**config.mk**
```make
export PLATFORM = sky130hd
export DESIGN_NAME = mips_run_ctrl
export DESIGN_NICKNAME = d
export VERILOG_FILES = /design/src/rtl/mips_ctrl_pkg.sv /design/src/rtl/mips_run_ctrl_run_budget_counter.sv /design/src/rtl/mips_run_ctrl.sv
export SDC_FILE = /design/constraint.sdc
export NUM_CORES = 1
export LEC_CHECK = 0
export ABC_AREA = 1
export CAP_MARGIN = 20
export CORE_MARGIN = 2
export CORE_UTILIZATION = 37
export DETAILED_ROUTE_END_ITERATION = 10
export PLACE_DENSITY = 0.82
export SLEW_MARGIN = 40
export SYNTH_ARGS = -nofsm -noshare
export SYNTH_HDL_FRONTEND = slang
export SYNTH_SLANG_ARGS = --single-unit
```
**constraint.sdc**
```tcl
create_clock -name clk -period 2.1 [get_ports clk]
set_input_delay 0.42 -clock clk [delete_from_list [all_inputs] [get_ports clk]]
set_output_delay 0.42 -clock clk [all_outputs]
set_load 0.02 [all_outputs]
```
**src/rtl/mips_ctrl_pkg.sv**
```systemverilog
// Shared definitions for the MIPS run/load sequencer: controller states and
// default values for the halt encoding, reset-hold window and counter width.
package mips_ctrl_pkg;

  typedef enum logic [2:0] {
    ST_IDLE = 3'd0,
    ST_LOAD = 3'd1,
    ST_HOLD = 3'd2,
    ST_RUN  = 3'd3,
    ST_DONE = 3'd4
  } run_state_t;

  localparam logic [31:0] HALT_WORD_DEF  = 32'hFFFF_FFFF;
  localparam int          RESET_HOLD_DEF = 2;
  localparam int          CNT_W_DEF      = 16;

endpackage

```
**src/rtl/mips_run_ctrl_run_budget_counter.sv**
```systemverilog
// Saturating retired-instruction counter. 'expire' flags the cycle in which
// the next increment would reach a non-zero budget, so the controller can
// stop the core on exactly that instruction.
module run_budget_counter
  import mips_ctrl_pkg::*;
#(
  parameter int CNT_W = CNT_W_DEF
) (
  input  logic             clk,
  input  logic             reset,
  input  logic             clear,
  input  logic             enable,
  input  logic [CNT_W-1:0] budget,
  output logic [CNT_W-1:0] count,
  output logic             expire
);

  logic [CNT_W-1:0] count_r;
  logic [CNT_W:0]   count_inc_s;

  // One extra bit so the all-ones count does not wrap when compared to budget.
  assign count_inc_s = {1'b0, count_r} + {{CNT_W{1'b0}}, 1'b1};
  assign count       = count_r;

  // Budget expiry: a zero budget means the run is unlimited.
  always_comb begin
    expire = 1'b0;
    if ((budget != {CNT_W{1'b0}}) && (count_inc_s == {1'b0, budget})) begin
      expire = 1'b1;
    end else begin
      expire = 1'b0;
    end
  end

  // Counter register: clear wins over enable, and the count sticks at all-ones.
  always_ff @(posedge clk) begin
    if (!reset) begin
      count_r <= {CNT_W{1'b0}};
    end else if (clear) begin
      count_r <= {CNT_W{1'b0}};
    end else if (enable && (count_r != {CNT_W{1'b1}})) begin
      count_r <= count_inc_s[CNT_W-1:0];
    end
  end

endmodule

```
**src/rtl/mips_run_ctrl.sv**
```systemverilog
// Run/load sequencer for the single-cycle MIPS core: streams a program into
// imem, holds the core in reset for a fixed window, lets it run until a halt
// word is fetched or the cycle budget is used up, then freezes it.
module mips_run_ctrl
  import mips_ctrl_pkg::*;
#(
  parameter int          ADDR_W     = 8,
  parameter logic [31:0] HALT_WORD  = HALT_WORD_DEF,
  parameter int          RESET_HOLD = RESET_HOLD_DEF,
  parameter int          CNT_W      = CNT_W_DEF
) (
  input  logic              clk,
  input  logic              reset,
  input  logic              start,
  input  logic              prog_valid,
  input  logic [31:0]       prog_data,
  input  logic              prog_last,
  output logic              prog_ready,
  output logic              imem_we,
  output logic [ADDR_W-1:0] imem_waddr,
  output logic [31:0]       imem_wdata,
  output logic              core_reset,
  output logic              core_stall,
  input  logic [31:0]       core_instr,
  input  logic [CNT_W-1:0]  cycle_budget,
  output logic              busy,
  output logic              done,
  output logic              timeout,
  output logic              err_overflow,
  output logic [ADDR_W:0]   load_count,
  output logic [CNT_W-1:0]  cycles
);

  localparam int                HOLD_W    = (RESET_HOLD > 1) ? $clog2(RESET_HOLD) : 1;
  localparam logic [HOLD_W-1:0] HOLD_LAST = HOLD_W'(RESET_HOLD - 1);
  localparam logic [ADDR_W-1:0] ADDR_LAST = {ADDR_W{1'b1}};

  run_state_t        state_r, state_nxt_s;
  logic [ADDR_W:0]   load_count_r;
  logic [HOLD_W-1:0] hold_cnt_r;
  logic              busy_r, done_r, timeout_r, err_overflow_r;
  logic              accept_s, clear_s, cnt_en_s, expire_s;
  logic              set_timeout_s, set_ovf_s, hold_inc_s;
  logic              prog_ready_s, core_reset_s, core_stall_s;

  // A word is taken only while loading; valid elsewhere is ignored.
  assign accept_s   = prog_valid && (state_r == ST_LOAD);
  assign imem_we    = accept_s;
  assign imem_waddr = load_count_r[ADDR_W-1:0];
  assign imem_wdata = prog_data;

  assign prog_ready   = prog_ready_s;
  assign core_reset   = core_reset_s;
  assign core_stall   = core_stall_s;
  assign busy         = busy_r;
  assign done         = done_r;
  assign timeout      = timeout_r;
  assign err_overflow = err_overflow_r;
  assign load_count   = load_count_r;

  run_budget_counter #(.CNT_W(CNT_W)) u_budget (
    .clk    (clk),
    .reset  (reset),
    .clear  (clear_s),
    .enable (cnt_en_s),
    .budget (cycle_budget),
    .count  (cycles),
    .expire (expire_s)
  );

  // Next-state and core-control decode; halt is checked before the budget.
  always_comb begin
    state_nxt_s   = state_r;
    prog_ready_s  = 1'b0;
    core_reset_s  = 1'b1;
    core_stall_s  = 1'b1;
    clear_s       = 1'b0;
    cnt_en_s      = 1'b0;
    set_timeout_s = 1'b0;
    set_ovf_s     = 1'b0;
    hold_inc_s    = 1'b0;
    case (state_r)
      ST_IDLE: begin
        if (start) begin
          clear_s     = 1'b1;
          state_nxt_s = ST_LOAD;
        end else begin
          state_nxt_s = ST_IDLE;
        end
      end
      ST_LOAD: begin
        prog_ready_s = 1'b1;
        if (accept_s && prog_last) begin
          state_nxt_s = ST_HOLD;
        end else if (accept_s && (load_count_r[ADDR_W-1:0] == ADDR_LAST)) begin
          set_ovf_s   = 1'b1;
          state_nxt_s = ST_DONE;
        end else begin
          state_nxt_s = ST_LOAD;
        end
      end
      ST_HOLD: begin
        if (hold_cnt_r == HOLD_LAST) begin
          state_nxt_s = ST_RUN;
        end else begin
          hold_inc_s  = 1'b1;
          state_nxt_s = ST_HOLD;
        end
      end
      ST_RUN: begin
        core_reset_s = 1'b0;
        if (core_instr == HALT_WORD) begin
          state_nxt_s = ST_DONE;
        end else begin
          core_stall_s = 1'b0;
          cnt_en_s     = 1'b1;
          if (expire_s) begin
            set_timeout_s = 1'b1;
            state_nxt_s   = ST_DONE;
          end else begin
            state_nxt_s = ST_RUN;
          end
        end
      end
      ST_DONE: begin
        core_reset_s = 1'b0;
        if (start) begin
          clear_s     = 1'b1;
          state_nxt_s = ST_LOAD;
        end else begin
          state_nxt_s = ST_DONE;
        end
      end
      default: begin
        state_nxt_s = ST_IDLE;
      end
    endcase
  end

  // State, status flags and load/hold counters; busy/done decode the next state.
  always_ff @(posedge clk) begin
    if (!reset) begin
      state_r        <= ST_IDLE;
      load_count_r   <= {(ADDR_W+1){1'b0}};
      hold_cnt_r     <= {HOLD_W{1'b0}};
      busy_r         <= 1'b0;
      done_r         <= 1'b0;
      timeout_r      <= 1'b0;
      err_overflow_r <= 1'b0;
    end else begin
      state_r    <= state_nxt_s;
      busy_r     <= (state_nxt_s == ST_LOAD) || (state_nxt_s == ST_HOLD) ||
                    (state_nxt_s == ST_RUN);
      done_r     <= (state_nxt_s == ST_DONE);
      hold_cnt_r <= hold_inc_s ? (hold_cnt_r + {{(HOLD_W-1){1'b0}}, 1'b1}) : {HOLD_W{1'b0}};
      if (clear_s) begin
        load_count_r   <= {(ADDR_W+1){1'b0}};
        timeout_r      <= 1'b0;
        err_overflow_r <= 1'b0;
      end else begin
        if (accept_s) begin
          load_count_r <= load_count_r + {{ADDR_W{1'b0}}, 1'b1};
        end
        if (set_timeout_s) begin
          timeout_r <= 1'b1;
        end
        if (set_ovf_s) begin
          err_overflow_r <= 1'b1;
        end
      end
    end
  end

endmodule
```
# Yosys cells after proc, flatten, opt, wreduce, memory -nomap -nowiden
# Index checks and enable logic that the tools add are counted.
# word_totals
register_bits	33
latchBits	0
ram_bits	0
mem_bits_ro	0
out_inout_bits	73
wordCells	62
n_memories	0
# classes
n_addsub	3
n_mul	0
n_div	0
order_cmp	0
eq_ne	12
n_shift	0
muxes	25
n_bitwise	1
n_reduce_logical	13
# op_table
op	n
32-bit == test (second input constant)	1
1-bit 2-to-1 mux	19
16-bit by 1-bit adder with 17-bit output (second input constant)	1
17-bit by 16-bit == test with 1-bit output	1
16-bit != test (second input constant)	1
16-bit nonzero test	1
3-bit 2-to-1 mux	5
3-bit case mux with 5 select lines	1
3-bit by 2-bit == test with 1-bit output (second input constant)	4
9-bit by 1-bit adder with 9-bit output (second input constant)	1
8-bit == test (second input constant)	1
3-bit by 1-bit == test with 1-bit output (second input constant)	2
3-bit == test (second input constant)	2
2-bit OR reduction	3
1-bit logical AND	5
3-bit zero test	1
1-bit logical OR	2
2-bit AND reduction	1
1-bit adder (second input constant)	1
1-bit inverter	1

# Longest topological paths before layout
# Gate-level depths: netlist (run 1).
# depth
ltp_word	10
ltp_mapped	16
mapped_depth_nobuf	16

# Hierarchy
# Synthesis (run 1) repeated with hierarchy kept, for this count alone.
# unflattened
cells_unflattened	438
hier_area_um2	2663.8
# modules_own_cells
mod	n_inst	cells_each	area_per_inst_um2
run_budget_counter	1	257	1422.6
mips_run_ctrl	1	181	1241.2

# Worst setup path after synthesis (run 1)
# No wires, ideal clock.
# synth_timing
kind	flip-flop to flip-flop
start	register u_budget.count_r[0], in the netlist u_budget.count[0]
end	register busy_r, in the netlist busy
setup_time_ps	109
arrival_ps	1873
setup_slack_ps	118
path_stages_with_launch	16
synth_period_minus_slack_ps	1982
cell_sequence	dfxtp_1 ha_1 nand2_1 nor2_2 nand2_2 nor2_1 nand2_1 nand2_1 xor2_1 nand2_1 nor2_1 nand2_1 nand2_1 nand3_1 nand2_1 inv_1
# synth_via
elab_chain_len	10
elab_cells_between_ends	12
cone_classes	add/sub (1); eq/ne (4); mux (4); reduce/logical (3)
# synth_rtl
item	line_no	rtl
start, declared	mips_run_ctrl_run_budget_counter.sv:18	logic [CNT_W-1:0] count_r;
start signal, assigned	mips_run_ctrl_run_budget_counter.sv:38	count_r <= {CNT_W{1'b0}};
start signal, assigned	mips_run_ctrl_run_budget_counter.sv:40	count_r <= {CNT_W{1'b0}};
start signal, assigned	mips_run_ctrl_run_budget_counter.sv:42	count_r <= count_inc_s[CNT_W-1:0];
16-bit by 1-bit adder with 17-bit output (*)	mips_run_ctrl_run_budget_counter.sv:22	assign count_inc_s = {1'b0, count_r} + {{CNT_W{1'b0}}, 1'b1};
17-bit by 16-bit == test with 1-bit output (*)	mips_run_ctrl_run_budget_counter.sv:28	if ((budget != {CNT_W{1'b0}}) && (count_inc_s == {1'b0, budget})) begin
1-bit logical AND (*)	mips_run_ctrl_run_budget_counter.sv:28	
1-bit 2-to-1 mux (*)	mips_run_ctrl_run_budget_counter.sv:28	
3-bit 2-to-1 mux (*)	mips_run_ctrl.sv:117	if (expire_s) begin
3-bit 2-to-1 mux (*)	mips_run_ctrl.sv:112	if (core_instr == HALT_WORD) begin
3-bit case mux with 5 select lines (*)	mips_run_ctrl.sv:82	case (state_r)
3-bit by 1-bit == test with 1-bit output or 3-bit by 2-bit == test with 1-bit output (tied branches)	mips_run_ctrl.sv:152	busy_r <= (state_nxt_s == ST_LOAD) || (state_nxt_s == ST_HOLD) ||
1-bit logical OR	mips_run_ctrl.sv:152	
1-bit logical OR (*)	mips_run_ctrl.sv:152	
end signal, assigned	mips_run_ctrl.sv:152	
end, declared	mips_run_ctrl.sv:41	logic busy_r, done_r, timeout_r, err_overflow_r;
# Mark *: on every way between the ends. The rest lies on a longest branch, timed or not.
# A chain may end at the register's enable or synchronous reset.

# Worst setup path in the final report (run 1)
# layout_timing
start	register u_budget.count_r[1], in the netlist u_budget.count[1]
end	register done_r, in the netlist done
# layout_via
elab_chain_len	8
# layout_rtl
item	line_no	rtl
16-bit by 1-bit adder with 17-bit output	mips_run_ctrl_run_budget_counter.sv:22	
17-bit by 16-bit == test with 1-bit output	mips_run_ctrl_run_budget_counter.sv:28	
1-bit logical AND	mips_run_ctrl_run_budget_counter.sv:28	
1-bit 2-to-1 mux	mips_run_ctrl_run_budget_counter.sv:28	
3-bit 2-to-1 mux	mips_run_ctrl.sv:117	
3-bit 2-to-1 mux	mips_run_ctrl.sv:112	
3-bit case mux with 5 select lines	mips_run_ctrl.sv:82	
3-bit == test	mips_run_ctrl.sv:154	done_r <= (state_nxt_s == ST_DONE);
end signal, assigned	mips_run_ctrl.sv:154	
end, declared	mips_run_ctrl.sv:41	
# Every way passes these cells.

==> impl_metrics.csv, run 1 <==
group,metric,value,unit
timing,hold_violations,0,
synthesis,synth_top_area_share,27.50,%
timing,max_slew.worst_pin.slew,260.7,ps
timing,finalSetupViolCount,0,
setup_path,startpoint,"u_budget.count[1]",
die,rows,29,
cells_and_area,final_cell_area,3611,um2
power_and_ir_drop,vdd.ir_drop.worst,293.0,uV
place,dp_cells,539,
setup_path,r2r-start,"u_budget.count[1]",
place,io_buffers,93,
place,hpwl,5835,um
clocking,root_buffer,"clkbuf_8",
cells_and_area,final_net_count,563,
die,die_h,84.58,um
power_and_ir_drop,p_per_area,401.7,nW/um2
routing,drtPass1Iterations,4,
power_and_ir_drop,total_power,1.450,mW
routing,vias_per_cell,5.029,
synthesis,yosysTopAreaCell,"dfxtp_1",
routing,ant_nets,0,
timing,drv_slew,0,
routing,routedWlPerCell,13.66,um
synthesis,synthesis.nets,472,
cells_and_area,antennaDiodeCount,0,
clocking,htree_levels,2,
setup_path,cp.arrival,2220,ps
timing,max_freq,0.5017,GHz
die,fp.dieW,84.58,um
routing,drt-initial-drc-count,155,
cells_and_area,drive_gt1_share,16.77,%
synthesis,synthTopCellsByArea,"dfxtp_1 27%, nand2_1 14%, buf_4 13%",
cells_and_area,syn_to_final_growth,50.31,%
global_routing,grt_pass1_vias,2737,
setup_path,crit_required,2330,ps
die,die-area,7153,um2
synthesis,yosysSeqAreaShare,27.50,%
synthesis,synth_area,2402,um2
clocking,insertion_delay,290,ps
cells_and_area,fill_cells,588,
setup_path,cp-end-kind,"flip-flop",
setup_path,critPathKind,"reg -> reg",
clocking,numCtsBuffers,5,
global_routing,grt_usage,19.65,%
global_routing,grt_pass1_wl,11590,um
setup_path,critPathLaunchType,"flip-flop",
outcome,status,"complete, no violations",
min_path,hold_start,"hold_cnt_r",
global_routing,antenna_found_initial,0,
die,start_util,38.05,%
global_routing,grt_overflow_total,0,
clocking,cts_tree,"done",
global_routing,grt_start_max_net_pins,25,
place,dpl_cell_area,3349,um2
timing,period_share,94.92,%
timing,period_needed,1993,ps
clocking,cts_num_sinks,33,
synthesis,synth.avg_cell_area,6.240,um2
power_and_ir_drop,power.leakage,1.560,nW
synthesis,yosys_warnings,0,
synthesis,synthCells,385,
synthesis,ys_ff_latch,33,
routing,drc_errors,0,
place,gp_congestion,0.8347,
cells_and_area,fin_cells,554,
die,ioPinCount,158,
clocking,clockBufferDepth,2,
die,core-area,6314,um2
setup_path,crit_fanout,3,
timing,relSlewSlack,82.48,%
min_path,hold_path.class,"reg -> reg",
routing,routed-via-count,2786,
timing,clock-skew-final,7.180,ps
synthesis,synth_cell_types,26,
clocking,clk_pin_slew,80,ps
routing,finalWirelength,7567,um
run,cap_violations,0,
-- layout by cell type (no fill, tap or decap), types with 4 or more instances in the layout --
master and count:
clkdlybuf4s50_1 75, buf_4 33, nor2_2 6, o21ai_1 7
nand2_1 82, nand4_1 16, dlygate4sd2_1 4, clkbuf_8 5
nor2_4 6, a21oi_1 21, nand2_2 9, nor2_1 32
nand3_1 34, dlymetal6s2s_1 13, dfxtp_1 28, inv_1 51
o21ai_0 17, dfxtp_2 5
-- per-stage QoR --
stage	worst slack, ps	setup TNS (ps)	hold slack, ps	utilization [%]
4_1_cts	2.408	0	439.6	54.76
3_3_place_gp	-551.2	-3741	406.1	53.05
2_1_floorplan	118.0	0	398.5	-
5_1_grt	-17.33	-17.33	464.0	57.19
6_report	106.8	0	436.7	57.19
3_5_place_dp	-550.7	-4271	428.3	53.05
-- state kept, by name (all words and copies together), names as in the netlist --
name	flops
u_budget.count	16
err_overflow	1
timeout	1
hold_cnt_r	1
done	1
load_count	9
busy	1
state_r	3
-- cell type report --
type                       count  area (um2)  share of cell area (%)
clock buffer                   5       68.82                   1.906
tap                           77       96.34                   2.668
sequential                    33       666.9                   18.47
timing repair buffer         128        1247                   34.55
clock inverter                 3       22.52                  0.6237
multi-input combinational    255        1310                   36.28
inverter                      53       198.9                   5.509
-- worst max-delay path: stages, from the launching register on --
cell and delay [ps]:
dfxtp_2 360, ha_4 150, buf_4 100, inv_1 30, nand2_1 80, nand2_1 100
nand2_1 70, nand2_1 40, nor2_1 120, nand3_1 80, nor2_1 150, nand3_1 120
nor2_2 130, nand2_2 80, nand2_1 70, nand2_1 80, a21oi_2 170
-- path summary, 6_finish.rpt --
path	end	slack, ps	depth (start not counted)
setup reg to reg	done	110	16
hold / removal	hold_cnt_r	440	1
hold reg to reg	hold_cnt_r	440	1
setup / recovery	done	110	16
-- what timing repair did --
item	CTS	global route
resized for setup	13	45
pin swaps	3	15
buffers inserted	1	6
endpoints found under the setup margin	2	23
hold buffers	0	0
-- cells by family (layout without fill, tap and decap cells) --
| group | count (synthesis) | count (layout) | share of synthesized area, % |
|---|---|---|---|
| adder cells (fa/ha/maj) | 2 | 2 | 1.042 |
| XOR/XNOR | 4 | 4 | 1.459 |
| AO/OA/AOI/OAI | 53 | 53 | 11.51 |
| flip-flops | 33 | 33 | 27.50 |
| buffers and inverters | 97 | 189 | 21.41 |
| AND/OR/NAND/NOR | 196 | 196 | 37.08 |
-- where the power goes --
| group | switching (mW) | internal (mW) | total [mW] |
|---|---|---|---|
| Clock | 0.269 | 0.233 | 0.502 |
| Combinational | 0.134 | 0.165 | 0.299 |
| Sequential | 0.0117 | 0.638 | 0.650 |
-- routing by layer --
layer	vias to the layer above	global-route usage [%]	part of all wire, %
li1	1391	-	-
met1	1258	21.84	38
met2	122	35.93	51
met3	15	5.605	8.8
met4	0	6.205	2.0
met5	-	0	0
-- cells in the mapped netlist (all sizes together) --
library cell / n
a21oi: 22
clkbuf: 4
nor2: 44
nor4: 2
dfxtp: 33
o21a: 2
ha: 2
nand3b: 2
xnor2: 2
xor2: 2
a31oi: 3
nand3: 34
nor3: 5
buf: 40
inv: 53
nor3b: 1
o21ai: 25
nand4: 16
nand2: 92
o21bai: 1
Note: power is estimated with default switching activity, not from simulation.
==> run 2: changes to the inputs <==
Settings changed: CORE_UTILIZATION 37 to 38, PLACE_DENSITY 0.82 to 0.81, SLEW_MARGIN 40 to 10, SYNTH_HIERARCHICAL from default to 1, TNS_END_PERCENT from default to 10.
==> impl_metrics.csv, run 2 <==
group,metric,value,unit
routing,drt-initial-drc-count,173,
synthesis,ys_ff_latch,33,
place,io_buffers,93,
timing,period_share,99.03,%
min_path,hold_path.class,"reg -> reg",
die,start_util,39.21,%
setup_path,timing.rr.end,"busy",
min_path,min_to,"hold_cnt_r",
routing,routed-via-count,3132,
die,fp.dieW,87.73,um
clocking,cts_tree,"done",
global_routing,grt_start_max_net_pins,22,
die,core-area,6794,um2
routing,drc_errors,0,
die,die-area,7696,um2
global_routing,grt_pass1_vias,2896,
synthesis,yosysTopAreaCell,"dfxtp_1",
timing,fin_hold_ws,441.9,ps
synthesis,synth_top_area_share,24.80,%
min_path,hold_start,"hold_cnt_r",
synthesis,synth_area,2664,um2
synthesis,synth.top_cells.by_count,"115 x nand2_1, 55 x nor2_1, 53 x inv_1, 42 x buf_4",
power_and_ir_drop,vdd.ir_drop.worst,258.8,uV
cells_and_area,final_cell_mix,"110 x nand2_1, 89 x clkdlybuf4s50_1, 51 x inv_1, 49 x nor2_1, 42 x buf_4",
run,cap_violations,0,
synthesis,synth_ff_type,"dfxtp_1",
setup_path,critPathKind,"reg -> reg",
setup_path,cp-end-kind,"flip-flop",
synthesis,synthCells,438,
setup_path,cp.arrival,2270,ps
clocking,root_buffer,"clkbuf_8",
synthesis,synth.most_common_cell,"nand2_1",
routing,ant_nets,0,
setup_path,slowest_stage,"dfxtp_4",
routing,finalWirelength,7816,um
clocking,htree_levels,2,
cells_and_area,final_common_cell,"nand2_1",
die,rows,30,
timing,max_slew.worst_pin.slew,341.7,ps
cells_and_area,final_net_count,625,
setup_path,max_stage_delay,360,ps
timing,finalSetupViolCount,0,
global_routing,antenna_found_initial,0,
synthesis,synth_cell_types,32,
timing,hold_violations,0,
timing,max_freq,0.4808,GHz
synthesis,synthesis.nets,525,
cells_and_area,largest_reg_flops,16,
power_and_ir_drop,power.leakage,1.653,nW
die,ioPinCount,158,
die,die_h,87.73,um
place,gp_congestion,0.8403,
cells_and_area,antennaDiodeCount,0,
synthesis,synthArstFlopShare,0,%
place,dp_slack,-323.0,ps
timing,clock-skew-final,8.701,ps
place,hpwl,5935,um
routing,drtPass1Iterations,5,
setup_path,critical_path.cell_chain,"buf_6 -> nand2_2 -> nor2_4 -> buf_6 -> buf_4 -> buf_4 -> nand4_1 -> nand3_1 -> nand2_1 -> nand2_1 -> nor2_1 -> nand3_2 -> nor2_4 -> inv_2 -> nand3_4 -> nand3_2 -> nand2_2 -> inv_1",
synthesis,synth.avg_cell_area,6.082,um2
global_routing,grt_pass1_wl,11920,um
synthesis,synthTopCellsByArea,"dfxtp_1 25%, nand2_1 16%, buf_4 12%",
clocking,clk_pin_slew,70,ps
timing,worst_slack,20.34,ps
clocking,cts.hold.buffers_added,0,
routing,vias_per_cell,4.932,
synthesis,yosys_warnings,6,
setup_path,critPathLaunchType,"flip-flop",
cells_and_area,syn_to_final_growth,48.14,%
outcome,status,"complete, no violations",
setup_path,r2r-start,"u_budget/count[1]",
timing,relSlewSlack,77.18,%
clocking,numCtsBuffers,5,
clocking,insertion_delay,290,ps
setup_path,crit_required,2290,ps
setup_path,crit_fanout,8,
clocking,cts_num_sinks,33,
synthesis,yosysSeqAreaShare,24.80,%
synthesis,synth_enable_flop_cells,0,
routing,routedWlPerCell,12.31,um
min_path,holdPathStages,1,
global_routing,grt_usage,19.19,%
power_and_ir_drop,p_per_area,398.9,nW/um2
cells_and_area,drive_gt1_share,19.67,%
global_routing,grt_overflow_total,0,
timing,drv_slew,0,
power_and_ir_drop,total_power,1.574,mW
setup_path,reg2reg_slack,20,ps
timing,rsz0062_at_grt,"true",
setup_path,rr_worst_depth,18,
timing,period_needed,2080,ps
clocking,clockBufferDepth,2,
## run 2: cell type report
cell class | count | area [um2]
fillers | 630 | 2848
multi-input cells | 299 | 1534
repair buffers | 138 | 1275
flip-flops and latches | 33 | 673.1
inverters | 61 | 229.0
well taps | 96 | 120.1
clock buffers | 5 | 68.82
clock inverters | 3 | 46.29
## run 2: worst max-delay path, delay by kind of cell (launching register included)
kind | cells | cell delay (ps)
buf+inv | 6 | 590
simple gates | 12 | 1020
flops | 1 | 360
## run 2: per-stage QoR
step           util (%)  cell area (um2)  TNS (ps)  instances
6_report          58.08             3946         0        635
5_1_grt           58.08             3946    -137.4        635
4_1_cts           55.75             3787    -13.60        629
3_5_place_dp      53.74             3651     -1439        619
3_3_place_gp      53.74             3651    -925.5        619
2_1_floorplan         -             2664         0        438
## run 2: where the power goes
group	total [mW]	internal (mW)	switching (mW)
Combinational	0.315	0.170	0.145
Clock	0.613	0.355	0.258
Sequential	0.646	0.634	0.0126
## run 2: cells by family (layout without fill, tap and decap cells)
group	after synthesis	after routing	share of synthesized area, %
fa+ha+maj	2	2	0.9393
compound gates	56	56	11.27
simple gates	239	239	40.91
flops	33	33	24.80
xor+xnor	2	2	0.6577
buf+inv	106	207	21.42
## run 2: timing repair
item / in CTS / in global routing
setup endpoints to repair: 6 / 7
gates resized for setup: 9 / 36
setup buffers: 2 / 6
pin swaps: 0 / 15
## run 2: how the worst max path moves through the flow
stage                                 start         end
after floorplan           u_budget/count[0]        busy
after global placement        core_instr[5]  core_stall
after detailed placement      core_instr[5]  core_stall
after CTS                 u_budget/count[0]        busy
after global routing      u_budget/count[1]        busy
final                     u_budget/count[1]        busy
## run 2: routing by layer
layer	wire length, um	up-vias	part of all wire [%]	global-route usage, %
met5	0	-	0	0
met4	247	0	3.2	9.231
met3	552	26	7.1	3.487
met2	4022	146	51	34.92
met1	2993	1410	38	21.43
li1	-	1550	-	-
